==> src/rtl/mem_store_buffer_if.sv <==
// Bundle of MEM-stage store/load signals and data-memory port for the store buffer.
// The slave modport is the buffer; the master modport is the pipeline and memory side.
interface mem_store_buffer_if;
   logic        st_valid;
   logic [31:0] st_pc;
   logic [31:0] st_addr;
   logic [31:0] st_data;
   logic        stall;
   logic        ld_valid;
   logic [31:0] ld_addr;
   logic [31:0] ld_data;
   logic        dm_we;
   logic [31:0] dm_pc;
   logic [31:0] dm_addr;
   logic [31:0] dm_din;
   logic [31:0] dm_dout;
   logic        empty;
   logic [4:0]  count;

   modport master (
      output st_valid, st_pc, st_addr, st_data, ld_valid, ld_addr, dm_dout,
      input  stall, ld_data, dm_we, dm_pc, dm_addr, dm_din, empty, count
   );

   modport slave (
      input  st_valid, st_pc, st_addr, st_data, ld_valid, ld_addr, dm_dout,
      output stall, ld_data, dm_we, dm_pc, dm_addr, dm_din, empty, count
   );
endinterface

==> src/rtl/mem_store_buffer.sv <==
// In-order store buffer between MEM and data memory: drains one store per idle
// memory cycle and forwards the youngest matching store to word loads.
module mem_store_buffer #(
   parameter int DEPTH = 4
) (
   input logic              clk,
   input logic              reset,
   mem_store_buffer_if.slave bus
);
   localparam int PW = $clog2(DEPTH);
   typedef logic [PW-1:0] ptr_t;

   logic [31:0] pc_q   [DEPTH];
   logic [31:0] addr_q [DEPTH];
   logic [31:0] data_q [DEPTH];

   ptr_t        head_q, head_d;
   ptr_t        tail_q, tail_d;
   logic [4:0]  count_q, count_d;

   logic        full;
   logic        enq;
   logic        deq;
   logic        fwd_hit;
   logic [31:0] fwd_data;
   ptr_t        idx;

   assign full = (count_q == 5'(DEPTH));
   // A full buffer rejects the store even if the head drains this cycle.
   assign enq  = !reset && bus.st_valid && !full;
   assign deq  = !reset && (count_q != 5'd0) && !bus.ld_valid;

   assign bus.stall   = !reset && bus.st_valid && full;
   assign bus.dm_we   = deq;
   assign bus.dm_pc   = pc_q[head_q];
   assign bus.dm_din  = data_q[head_q];
   assign bus.dm_addr = bus.ld_valid        ? bus.ld_addr :
                        (count_q != 5'd0)   ? addr_q[head_q] : 32'd0;
   assign bus.empty   = (count_q == 5'd0);
   assign bus.count   = count_q;
   assign bus.ld_data = (!reset && fwd_hit) ? fwd_data : bus.dm_dout;

   // Walk oldest to youngest so the last match wins.
   always_comb begin
      fwd_hit  = 1'b0;
      fwd_data = 32'd0;
      idx      = '0;
      for (int k = 0; k < DEPTH; k++) begin
         idx = head_q + ptr_t'(k);
         if ((5'(k) < count_q) && (addr_q[idx][13:2] == bus.ld_addr[13:2])) begin
            fwd_hit  = 1'b1;
            fwd_data = data_q[idx];
         end
      end
   end

   always_comb begin
      head_d  = head_q;
      tail_d  = tail_q;
      count_d = count_q;
      if (deq) head_d = head_q + ptr_t'(1);
      if (enq) tail_d = tail_q + ptr_t'(1);
      unique case ({enq, deq})
         2'b10:   count_d = count_q + 5'd1;
         2'b01:   count_d = count_q - 5'd1;
         default: count_d = count_q;
      endcase
   end

   always_ff @(posedge clk) begin
      if (reset) begin
         head_q  <= '0;
         tail_q  <= '0;
         count_q <= 5'd0;
      end else begin
         head_q  <= head_d;
         tail_q  <= tail_d;
         count_q <= count_d;
      end
   end

   always_ff @(posedge clk) begin
      if (enq) begin
         pc_q[tail_q]   <= bus.st_pc;
         addr_q[tail_q] <= bus.st_addr;
         data_q[tail_q] <= bus.st_data;
      end
   end
endmodule
==> src/flat_wrapper.sv <==
// flat-port wrapper written by rule: the top's interface ports become plain ports
module mem_store_buffer_flat 
#(
   parameter int DEPTH = 4
)
  (clk, reset, bus_st_valid, bus_st_pc, bus_st_addr, bus_st_data, bus_ld_valid, bus_ld_addr, bus_dm_dout, bus_stall, bus_ld_data, bus_dm_we, bus_dm_pc, bus_dm_addr, bus_dm_din, bus_empty, bus_count);
  mem_store_buffer_if bus_i ();
  input logic clk;
  input logic reset;
  input wire logic [$bits(bus_i.st_valid)-1:0] bus_st_valid;
  input wire logic [$bits(bus_i.st_pc)-1:0] bus_st_pc;
  input wire logic [$bits(bus_i.st_addr)-1:0] bus_st_addr;
  input wire logic [$bits(bus_i.st_data)-1:0] bus_st_data;
  input wire logic [$bits(bus_i.ld_valid)-1:0] bus_ld_valid;
  input wire logic [$bits(bus_i.ld_addr)-1:0] bus_ld_addr;
  input wire logic [$bits(bus_i.dm_dout)-1:0] bus_dm_dout;
  output wire logic [$bits(bus_i.stall)-1:0] bus_stall;
  output wire logic [$bits(bus_i.ld_data)-1:0] bus_ld_data;
  output wire logic [$bits(bus_i.dm_we)-1:0] bus_dm_we;
  output wire logic [$bits(bus_i.dm_pc)-1:0] bus_dm_pc;
  output wire logic [$bits(bus_i.dm_addr)-1:0] bus_dm_addr;
  output wire logic [$bits(bus_i.dm_din)-1:0] bus_dm_din;
  output wire logic [$bits(bus_i.empty)-1:0] bus_empty;
  output wire logic [$bits(bus_i.count)-1:0] bus_count;
  assign bus_i.st_valid = bus_st_valid;
  assign bus_i.st_pc = bus_st_pc;
  assign bus_i.st_addr = bus_st_addr;
  assign bus_i.st_data = bus_st_data;
  assign bus_i.ld_valid = bus_ld_valid;
  assign bus_i.ld_addr = bus_ld_addr;
  assign bus_i.dm_dout = bus_dm_dout;
  assign bus_stall = bus_i.stall;
  assign bus_ld_data = bus_i.ld_data;
  assign bus_dm_we = bus_i.dm_we;
  assign bus_dm_pc = bus_i.dm_pc;
  assign bus_dm_addr = bus_i.dm_addr;
  assign bus_dm_din = bus_i.dm_din;
  assign bus_empty = bus_i.empty;
  assign bus_count = bus_i.count;
  mem_store_buffer #(.DEPTH(DEPTH)) u_core (.clk(clk), .reset(reset), .bus(bus_i));
endmodule
==> config.mk <==
export PLATFORM = sky130hd
export DESIGN_NAME = mem_store_buffer_flat
export DESIGN_NICKNAME = d
export VERILOG_FILES = /design/src/rtl/mem_store_buffer_if.sv /design/src/rtl/mem_store_buffer.sv /design/src/flat_wrapper.sv
export SDC_FILE = /design/constraint.sdc
export NUM_CORES = 1
export LEC_CHECK = 0
export ABC_AREA = 1
export BUFFER_PORTS_ARGS = -buffer_cell sky130_fd_sc_hd__buf_2
export CAP_MARGIN = 20
export CORE_ASPECT_RATIO = 0.9
export CORE_UTILIZATION = 60
export DETAILED_ROUTE_END_ITERATION = 12
export GPL_TIMING_DRIVEN = 0
export MAX_ROUTING_LAYER = met4
export PLACE_DENSITY = 0.81
export REMOVE_ABC_BUFFERS = 1
export SETUP_SLACK_MARGIN = 0.15
export SLEW_MARGIN = 10
export SYNTH_ARGS = -nofsm -noshare
export SYNTH_HDL_FRONTEND = slang
export SYNTH_SLANG_ARGS = --single-unit
==> constraint.sdc <==
create_clock -name clk -period 9.1 [get_ports clk]
set_input_delay 0.91 -clock clk [delete_from_list [all_inputs] [get_ports clk]]
set_output_delay 0.91 -clock clk [all_outputs]
set_load 0.1 [all_outputs]
==> run_results.csv, run 1 <==
group,metric,value,unit
synth,yosysWarnings,0,
finish,syn2layout_area_growth,17.03,%
sta,finalCriticalPeriod,7.727,ns
critical_path,crit_chain,"buf_16 -> buf_12 -> inv_4 -> nand2_1 -> nand2_4 -> nand2_1 -> nand3_1 -> nand2_1 -> nor2_1 -> nand2_1 -> nor2_4 -> nand2_2 -> nand2_2 -> o21ai_4 -> buf_16 -> buf_16 -> buf_16 -> nor2_1 -> nand2_1 -> nand2_1 -> buf_2",
status,outcome,"completed",
floorplan,ios,300,
synth,synth-seq-cells,395,
place,dp_cells,3131,
global_routing,grtUsageMet1,42.68,%
detailed_routing,dr.pass1.iters,7,
pwr,finalPower,5.777,mW
finish,final_area,24550,µm²
synth,synth_cell_type_count,31,
pwr,power.density,235.4,nW/µm²
floorplan,core-area,34190,µm²
clock_network,cts-root-buf,"clkbuf_16",
global_routing,grt_usage,34.77,%
critical_path,r2r_slack,5.91,ns
clock_network,cts_resized,0,
sta,maxSlewHeadroom,32.71,%
synth,synth_area_leaders,"edfxtp_1 55%, nand2_1 15%, o21ai_0 7.5%",
clock_network,clkTransAtPathRegs,0.05,ns
worst_hold_path,worstHoldStart,"u_core.bus.count[4]",
detailed_routing,wl_per_cell,18.91,µm
critical_path,slowest_stage,"nand2_4",
finish,layout-drive-gt1-share,15.13,%
clock_network,clk_path_buf_depth,3,
sta,finalHoldViolCount,0,
critical_path,crit_required,8.19,ns
clock_network,clock_latency,0.54,ns
clock_network,cts_sinks,395,
run,maxCapViolCount,0,
clock_network,hold_buffers,0,
finish,multi_input_area,8059,µm²
synth,yosysTopAreaCellShare,54.98,%
pwr,ir_worst_vdd,0.2627,mV
critical_path,cp_common_cell,"nand2_1",
floorplan,die_h,179.4,µm
sta,report.final.slew_viol_count,0,
clock_network,cts_buffers,41,
place,gp_congestion,0.9286,
sta,tightest_slew,1.009,ns
critical_path,r2r-start,"u_core.head_q[0]",
global_routing,use_met2,54.91,%
place,hpwl,37140,µm
clock_network,cts_tree,"done",
global_routing,grt_pass1_vias,18120,
synth,netlist_area,20970,µm²
detailed_routing,drc,0,
global_routing,use_met3,7.505,%
floorplan,die-width,199.1,µm
detailed_routing,vias,19110,
detailed_routing,vias_per_cell,5.930,
detailed_routing,postRouteAntennaNets,0,
critical_path,cp-start-kind,"flop",
finish,regArea,11760,µm²
clock_network,cts.htree.levels,2,
place,placed_area,23270,µm²
floorplan,start_util,61.34,%
finish,instances_no_fill,3223,
sta,fmax,0.1294,GHz
global_routing,grt_max_degree,103,
sta,finClkSkew,0.01200,ns
critical_path,worst_setup_path_end_kind,"primary output",
synth,avgSynthCellArea,8.420,µm²
global_routing,grt_pass1_wl,92730,µm
synth,seq_area_frac_synth,56.03,%
place,portBuffers,299,
worst_hold_path,hold_path_end,"u_core.bus.count[4]",
critical_path,criticalPathCategory,"flop to primary output",
pwr,p_leak,10.56,nW
worst_hold_path,hp-class,"flop to flop",
detailed_routing,drt_iter0_markers,1950,
finish,fillers,2556,
critical_path,cpPeakStageDelay,0.80,ns
synth,async_flop_share,0,%
floorplan,die-area,35710,µm²
detailed_routing,wirelength,60960,µm
synth,yosysTopAreaCell,"edfxtp_1",
critical_path,reg2reg_depth,7,
global_routing,overflow,0,
critical_path,arrival,6.82,ns
global_routing,top_usage_layer,"met2",
sta,min_period_over_period,84.91,%
synth,synthFlopType,"edfxtp_1",
critical_path,crit_fanout,90,
finish,final_nets,2885,
clock_network,cts_setup_buffers,0,
sta,rsz0062_at_grt,"no",
synth,netlist_instances,2491,
floorplan,rows,64,
synth,synth_edf_count,384,
sta,setup_viol,0,
worst_hold_path,whs_path_depth,2,
global_routing,antenna_found_initial,13,
## state kept, by name, summed over array words and instances (netlist names), named ones only
name / flops
u_core.data_q: 128
u_core.tail_q: 2
u_core.addr_q: 128
u_core.bus.count: 5
u_core.head_q: 2
u_core.pc_q: 128
## per-layer routing
layer | part of all wire (%) | up-vias
li1 | - | 8925
met4 | 3.8 | 0
met2 | 47 | 1193
met1 | 37 | 8802
met5 | 0 | -
met3 | 12 | 194
## cells in the final DEF (no fill, tap or decap), types with 4 or more instances in the layout
| master | count |
|---|---|
| clkinv_1 | 10 |
| o21ai_0 | 315 |
| buf_2 | 299 |
| a221oi_1 | 32 |
| nor2_4 | 9 |
| diode_2 | 18 |
| nand2_2 | 6 |
| o22ai_1 | 97 |
| o21ai_1 | 10 |
| buf_12 | 20 |
| clkbuf_1 | 10 |
| a21oi_1 | 15 |
| nand3_1 | 139 |
| a22o_1 | 20 |
| buf_16 | 14 |
| nor2_1 | 271 |
| inv_1 | 148 |
| clkinv_2 | 6 |
| nand2_1 | 846 |
| clkbuf_16 | 42 |
| xor2_1 | 4 |
| ha_1 | 9 |
| dfxtp_1 | 8 |
| edfxtp_1 | 384 |
## power by group
part           switching (mW)  internal (mW)  total (mW)
combinational            1.69          0.427        2.12
sequential             0.0588           2.05        2.11
clock                   0.688          0.859        1.55
## how the worst max path moves through the flow
stage / end / cells after the start / startpoint
after detailed placement: bus_ld_data[23] / 21 / u_core.head_q[0]
after floorplan: bus_ld_data[0] / 16 / flop
final: bus_ld_data[23] / 21 / u_core.head_q[0]
after global placement: bus_ld_data[23] / 15 / flop
after CTS: bus_ld_data[23] / 21 / u_core.head_q[0]
after global routing: bus_ld_data[23] / 21 / u_core.head_q[0]
## synth_stat cells (2+ instances only)
cell type  instances
o21ai_1           10
buf_2             39
nand2_1          846
buf_1              6
edfxtp_1         384
xor2_1             4
a221oi_1          32
inv_2              3
ha_1               9
a21oi_1           15
nand2_2            7
nand2_4            2
clkbuf_1         104
o21ai_0          315
o21bai_1           2
nor2_1           278
o22ai_1           97
inv_1            151
a22o_1            20
nor3_1             2
nand3_1          139
buf_4              6
dfxtp_1           11
nor2_2             2
## final cells by class
| class | count | share of cell area (%) |
|---|---|---|
| clock inverters | 21 | 0.5148 |
| flip-flops and latches | 395 | 47.92 |
| clock buffers | 53 | 4.491 |
| diodes | 18 | 0.1835 |
| inverters | 154 | 2.406 |
| multi-input cells | 1787 | 32.83 |
| repair buffers | 333 | 9.298 |
| well taps | 462 | 2.355 |
## through the flow
| stage | utilization [%] | hold WS [ns] | TNS [ns] | setup slack [ns] |
|---|---|---|---|---|
| 3_3_place_gp | 65.50 | 0.4844 | -1023.92 | -9.367 |
| 2_1_floorplan | - | 0.4626 | -35.36 | -1.113 |
| 4_1_cts | 71.66 | 0.5228 | 0 | 1.472 |
| 5_1_grt | 71.75 | 0.5540 | 0 | 1.062 |
| 3_5_place_dp | 68.06 | 0.5158 | 0 | 2.049 |
| 6_report | 71.79 | 0.5192 | 0 | 1.373 |
## logic make-up after synthesis
logic type	Yosys count	share of synthesized area (%)
XOR/XNOR	4	0.1670
AND/OR/NAND/NOR	1279	23.95
AO/OA/AOI/OAI	495	13.45
buffers and inverters	309	5.870
flip-flops	395	56.03
adder cells (fa/ha/maj)	9	0.5369
## critical path: cells and delay by family, from the launching register on
kind,cells,cell delay [ns]
flops,1,0.45
simple gates,13,3.38
buf+inv,7,2.10
compound gates,1,0.19
(Power assumes the default switching activity.)
==> run 2, diff against run 1 <==
--- a/config.mk
+++ b/config.mk
@@ -5,15 +5,15 @@
 export SDC_FILE = /design/constraint.sdc
 export NUM_CORES = 1
 export LEC_CHECK = 0
-export ABC_AREA = 1
+export ABC_AREA = 0
 export BUFFER_PORTS_ARGS = -buffer_cell sky130_fd_sc_hd__buf_2
 export CAP_MARGIN = 20
 export CORE_ASPECT_RATIO = 0.9
-export CORE_UTILIZATION = 60
+export CORE_UTILIZATION = 58
 export DETAILED_ROUTE_END_ITERATION = 12
 export GPL_TIMING_DRIVEN = 0
 export MAX_ROUTING_LAYER = met4
-export PLACE_DENSITY = 0.81
+export PLACE_DENSITY = 0.79
 export REMOVE_ABC_BUFFERS = 1
 export SETUP_SLACK_MARGIN = 0.15
 export SLEW_MARGIN = 10
==> constraint.sdc (replaced) <==
create_clock -name clk -period 7.9 [get_ports clk]
set_input_delay 0.79 -clock clk [delete_from_list [all_inputs] [get_ports clk]]
set_output_delay 0.79 -clock clk [all_outputs]
set_load 0.1 [all_outputs]
==> run_results.csv, run 2 <==
group,metric,value,unit
finish,final_nets,1825,
synth,yosysWarnings,0,
synth,yosys-top-cells-count,"384 x edfxtp_1, 120 x mux2i_1, 108 x mux4_2, 102 x nand2_1, 76 x nor2_1",
critical_path,r2r-start,"u_core.bus.count[0]",
global_routing,antenna_found_initial,14,
synth,avgSynthCellArea,14.80,µm²
detailed_routing,dr.pass1.iters,5,
clock_network,clkTransAtPathRegs,0.06,ns
synth,synth-seq-cells,395,
sta,report.final.slew_viol_count,0,
detailed_routing,vias,13790,
detailed_routing,wl_per_cell,24.22,µm
critical_path,crit_start,"u_core.head_q[0]",
floorplan,die_h,181.2,µm
sta,tightest_slew,1.043,ns
clock_network,cts_sinks,395,
place,hpwl,33050,µm
sta,setup_viol,0,
synth,synth_cell_type_count,66,
synth,netlist_instances,1398,
floorplan,start_util,59.03,%
clock_network,cts_setup_buffers,0,
place,portBuffers,299,
critical_path,reg2reg_depth,6,
detailed_routing,drt_iter0_markers,943,
floorplan,core-area,35050,µm²
synth,seq_area_frac_synth,56.79,%
sta,min_period_over_period,81.88,%
detailed_routing,postRouteAntennaNets,0,
clock_network,cts_tree,"done",
clock_network,hold_buffers,0,
synth,yosysMostFrequentCell,"edfxtp_1",
run,maxCapViolCount,0,
finish,fillers,2294,
sta,finalHoldViolCount,0,
critical_path,crit_required,7.11,ns
critical_path,r2r_slack,4.83,ns
clock_network,cts_buffers,42,
clock_network,clk_path_buf_depth,3,
global_routing,overflow,0,
global_routing,grt_pass1_wl,79890,µm
clock_network,cts.htree.levels,2,
critical_path,cp-start-kind,"flop",
pwr,p_leak,7.822,nW
finish,multi_input_area,8272,µm²
synth,synthFlopType,"edfxtp_1",
sta,whs,0.4469,ns
sta,finalCriticalPeriod,6.468,ns
detailed_routing,wirelength,52520,µm
critical_path,crit_fanout,80,
global_routing,grt_usage,29.56,%
global_routing,grt_pass1_vias,13940,
detailed_routing,drc,0,
synth,netlist_area,20690,µm²
critical_path,arrival,5.68,ns
worst_hold_path,hp-class,"primary input to flop",
floorplan,rows,65,
clock_network,cts-root-buf,"clkbuf_16",
synth,async_flop_share,0,%
finish,layout_common_cells,"384 x edfxtp_1, 299 x buf_2, 120 x mux2i_1",
floorplan,ios,300,
critical_path,crit_end,"bus_ld_data[23]",
critical_path,criticalPathCategory,"flop to primary output",
pwr,ir_worst_vdd,0.3207,mV
sta,finalSetupTns,0,ns
pwr,power.density,251.4,nW/µm²
clock_network,cts_resized,0,
sta,fmax,0.1546,GHz
synth,yosysTopAreaCellShare,55.73,%
clock_network,clock_latency,0.55,ns
status,outcome,"completed",
synth,yosysTopAreaCell,"edfxtp_1",
sta,finClkSkew,0.02323,ns
finish,layout-drive-gt1-share,34.48,%
floorplan,die-width,201.1,µm
finish,syn2layout_area_growth,16.90,%
finish,final_common_cell,"edfxtp_1",
detailed_routing,vias_per_cell,6.359,
worst_hold_path,worstHoldStart,"bus_st_pc[16]",
floorplan,die-area,36440,µm²
finish,regArea,11770,µm²
sta,rsz0062_at_grt,"no",
place,gp_congestion,0.8255,
synth,synth_edf_count,384,
critical_path,worst_setup_path_end_kind,"primary output",
synth,synth_area_leaders,"edfxtp_1 56%, mux4_2 12%, mux2i_1 5.8%",
critical_path,reg2reg_to,"u_core.pc_q[1][0]",
finish,reg.largest.list,"u_core.addr_q (128), u_core.data_q (128), u_core.pc_q (128)",
sta,maxSlewHeadroom,30.50,%
global_routing,grt_max_degree,81,
## run 2: per-stage QoR
stage | instance area [µm²] | instances | power (mW) | utilization [%] | setup WS, ns
after floorplan | 20000 | 1277 | 3.978 | - | -3.228
after global placement | 22080 | 2045 | 4.366 | 63.01 | -7.011
after detailed placement | 22860 | 2077 | 4.284 | 65.20 | 2.100
after CTS | 24150 | 2154 | 6.111 | 68.91 | 1.487
after global routing | 24190 | 2168 | 6.285 | 69.01 | 1.321
final | 24190 | 2168 | 6.081 | 69.01 | 1.432
## run 2: how the worst min path moves through the flow
stage | endpoint | slack (ns) | depth (start not counted)
floorplan | u_core.tail_q[1] | 0.51 | 2
global placement | u_core.bus.count[4] | 0.51 | 2
detailed placement | u_core.bus.count[4] | 0.51 | 2
CTS | u_core.pc_q[2][28] | 0.42 | 1
global route | u_core.pc_q[1][4] | 0.42 | 1
finish | u_core.pc_q[0][16] | 0.45 | 1
## run 2: cells by family after synthesis
kind of cell,Yosys count,share of synthesized area [%]
xor+xnor,53,2.243
compound gates,227,8.121
simple gates,306,7.438
mux,278,21.36
flops,395,56.79
fa+ha+maj,9,0.5442
buf+inv,130,3.495
## run 2: layout make-up
class,instances,area share (%)
repair buffers,331,9.078
diodes,14,0.1448
clock buffers,55,4.635
well taps,469,2.426
flip-flops and latches,395,48.64
clock inverters,22,0.7294
multi-input cells,873,34.20
inverters,9,0.1448
## run 2: metal layers
layer  wire length [µm]  GRT usage [%]
met1              20590          37.60
met2              25430          45.92
met3               5106          7.810
met4               1393          10.72
met5                  0              -
## run 2: critical path, cell delays in order, from the launching register on
cell and delay (ns):
dfxtp_4 0.93, buf_16 0.35, mux4_2 0.38, xor2_1 0.16, nor4_1 0.81, o2111a_2 1.07, o31a_2 0.62, buf_12 0.26
a31oi_1 0.16, buf_2 0.33
## run 2: report_power, final
group	switching [mW]	total, mW	internal [mW]	leakage (nW)
sequential	0.0924	2.46	2.37	3.58
clock	0.811	1.83	1.02	0.621
combinational	1.28	1.79	0.514	3.62
total	2.18	6.08	3.90	7.82
==> run 3, diff against run 2 <==
==> constraint.sdc (replaced) <==
create_clock -name clk -period 6.5 [get_ports clk]
set_input_delay 0.65 -clock clk [delete_from_list [all_inputs] [get_ports clk]]
set_output_delay 0.65 -clock clk [all_outputs]
set_load 0.1 [all_outputs]
==> run_results.csv, run 3 (synthesized netlist as in run 2, its figures left out) <==
group,metric,value,unit
sta,report.final.slew_viol_count,0,
finish,layout_common_cells,"384 x edfxtp_1, 299 x buf_2, 120 x mux2i_1",
clock_network,cts-root-buf,"clkbuf_16",
critical_path,r2r-start,"u_core.bus.count[0]",
critical_path,cp_common_cell,"buf_12",
clock_network,cts_sinks,395,
clock_network,clkTransAtPathRegs,0.06,ns
detailed_routing,met2_length,25620,µm
sta,rsz0062_at_grt,"no",
pwr,p_leak,7.833,nW
clock_network,cts_setup_buffers,0,
global_routing,grt_usage,29.56,%
detailed_routing,vias,13790,
critical_path,cpPeakStageDelay,1.22,ns
sta,tightest_slew,1.426,ns
critical_path,criticalPathCategory,"flop to primary output",
detailed_routing,wirelength,52910,µm
run,maxCapViolCount,0,
global_routing,grt_max_degree,81,
detailed_routing,wl_met1,20990,µm
detailed_routing,postRouteAntennaNets,0,
pwr,pwr-share-seq,40.5,%
pwr,power.density,305.6,nW/µm²
detailed_routing,dr.pass1.iters,5,
finish,syn2layout_area_growth,17.02,%
finish,final_common_cell,"edfxtp_1",
global_routing,antenna_found_initial,14,
clock_network,clock_latency,0.55,ns
pwr,p_int,4.744,mW
clock_network,cts.htree.levels,2,
critical_path,cp-start-kind,"flop",
detailed_routing,wl_per_cell,24.39,µm
critical_path,r2r_slack,3.41,ns
clock_network,cts_tree,"done",
detailed_routing,drt_iter0_markers,1035,
place,placed_area,22860,µm²
critical_path,crit_required,5.85,ns
place,hpwl,33050,µm
critical_path,crit_fanout,39,
critical_path,critical-path-top-delay-family,"compound AO/OA/AOI/OAI gates",
finish,final_nets,1826,
critical_path,worst_setup_path_end_kind,"primary output",
clock_network,clk_path_buf_depth,3,
sta,maxSlewHeadroom,4.719,%
floorplan,die-area,36440,µm²
place,gp_congestion,0.8255,
sta,finalCriticalPeriod,6.007,ns
detailed_routing,wl_met3,4790,µm
critical_path,crit_start,"u_core.head_q[1]",
sta,fmax,0.1665,GHz
critical_path,crit_buf_inv,3,
critical_path,slowest_stage,"a2111oi_1",
critical_path,arrival,5.36,ns
pwr,power_frac_clock,30.1,%
floorplan,core-area,35050,µm²
place,portBuffers,299,
detailed_routing,drc,0,
global_routing,overflow,0,
clock_network,cts_buffers,42,
pwr,switching_share,35.89,%
critical_path,crit_chain,"buf_12 -> mux2i_1 -> xnor2_1 -> a2111oi_1 -> o2111a_2 -> o31a_2 -> buf_12 -> a31oi_1 -> buf_2",
floorplan,start_util,59.03,%
sta,finClkSkew,0.02257,ns
sta,layout_setup_ws,0.4932,ns
finish,layout-drive-gt1-share,34.58,%
sta,finalHoldViolCount,0,
sta,setup_viol,0,
critical_path,path_depth,9,
pwr,ir_worst_vdd,0.3925,mV
worst_hold_path,hp-class,"primary input to flop",
detailed_routing,vias_per_cell,6.356,
detailed_routing,routed.top_layer,"met4",
floorplan,die_h,181.2,µm
floorplan,rows,65,
critical_path,crit_end,"bus_ld_data[23]",
pwr,switchingPower,2.656,mW
pwr,finalPower,7.400,mW
global_routing,grt_pass1_wl,79890,µm
finish,reg.largest.list,"u_core.addr_q (128), u_core.data_q (128), u_core.pc_q (128)",
pwr,pwr-share-comb,29.5,%
floorplan,ios,300,
finish,final_area,24210,µm²
critical_path,reg2reg_to,"u_core.pc_q[1][0]",
finish,utilization,69.07,%
place,dp_slack,0.8404,ns
status,outcome,"completed",
sta,min_period_over_period,92.41,%
floorplan,die-width,201.1,µm
critical_path,reg2reg_depth,6,
global_routing,grt_pass1_vias,13940,
run 3: cell count changes in the layout (fill, tap and decap cells not counted):
cell      previous run  this run
nor4_1               2         0
nor4_2               0         2
o2111a_1             0         1
run 3: worst min path at each step:
| stage | startpoint | end | slack, ns | cells past startpoint |
|---|---|---|---|---|
| after floorplan | u_core.tail_q[1] | u_core.tail_q[1] | 0.51 | 2 |
| after global placement | u_core.bus.count[4] | u_core.bus.count[4] | 0.51 | 2 |
| after detailed placement | u_core.bus.count[4] | u_core.bus.count[4] | 0.51 | 2 |
| after CTS | bus_st_pc[28] | u_core.pc_q[2][28] | 0.28 | 1 |
| after global routing | bus_st_pc[4] | u_core.pc_q[1][4] | 0.28 | 1 |
| final | bus_st_pc[20] | u_core.pc_q[2][20] | 0.31 | 1 |
run 3: cell type report:
type,count,area (µm²)
Antenna cell,14,35.03
Clock buffer,55,1121
Clock inverter,22,176.4
Fill cell,2290,10840
Inverter,9,35.03
Multi-Input combinational cell,874,8295
Sequential cell,395,11770
Tap cell,469,586.8
Timing Repair Buffer,331,2196
run 3: repair_timing:
action | CTS | global route
resized for setup | 0 | 2
endpoints found under the setup margin | 0 | 18
hold buffers | 0 | 0
run 3: power by group through the flow:
stage / logic, mW / registers [mW] / clock network (mW)
5_1_grt: 2.28 / 3.01 / 2.36
3_5_place_dp: 2.16 / 3.04 / 0
6_report: 2.18 / 2.99 / 2.23
3_3_place_gp: 2.10 / 3.21 / 0
4_1_cts: 2.17 / 2.99 / 2.26
2_1_floorplan: 1.69 / 3.15 / 0
run 3: metal layers:
| layer | global-route usage, % | vias up |
|---|---|---|
| li1 | - | 6144 |
| met1 | 37.60 | 6871 |
| met2 | 45.92 | 667 |
| met3 | 7.810 | 104 |
| met4 | 10.72 | 0 |
| met5 | - | - |
run 3: metrics by stage:
step	TNS, ns	hold slack (ns)	cells
2_1_floorplan	-136.60	0.5059	1277
3_3_place_gp	-596.78	0.5059	2045
3_5_place_dp	0	0.5133	2077
4_1_cts	0	0.2791	2154
5_1_grt	0	0.2793	2169
6_report	0	0.3065	2169
run 3: worst reg2reg max path, cell delays in order, from the launching register on:
cell and delay, ns:
dfxtp_1 0.53, inv_1 0.13, ha_1 0.24, nand3_1 0.11
nor2b_1 0.51, and2_4 0.81, buf_16 0.36
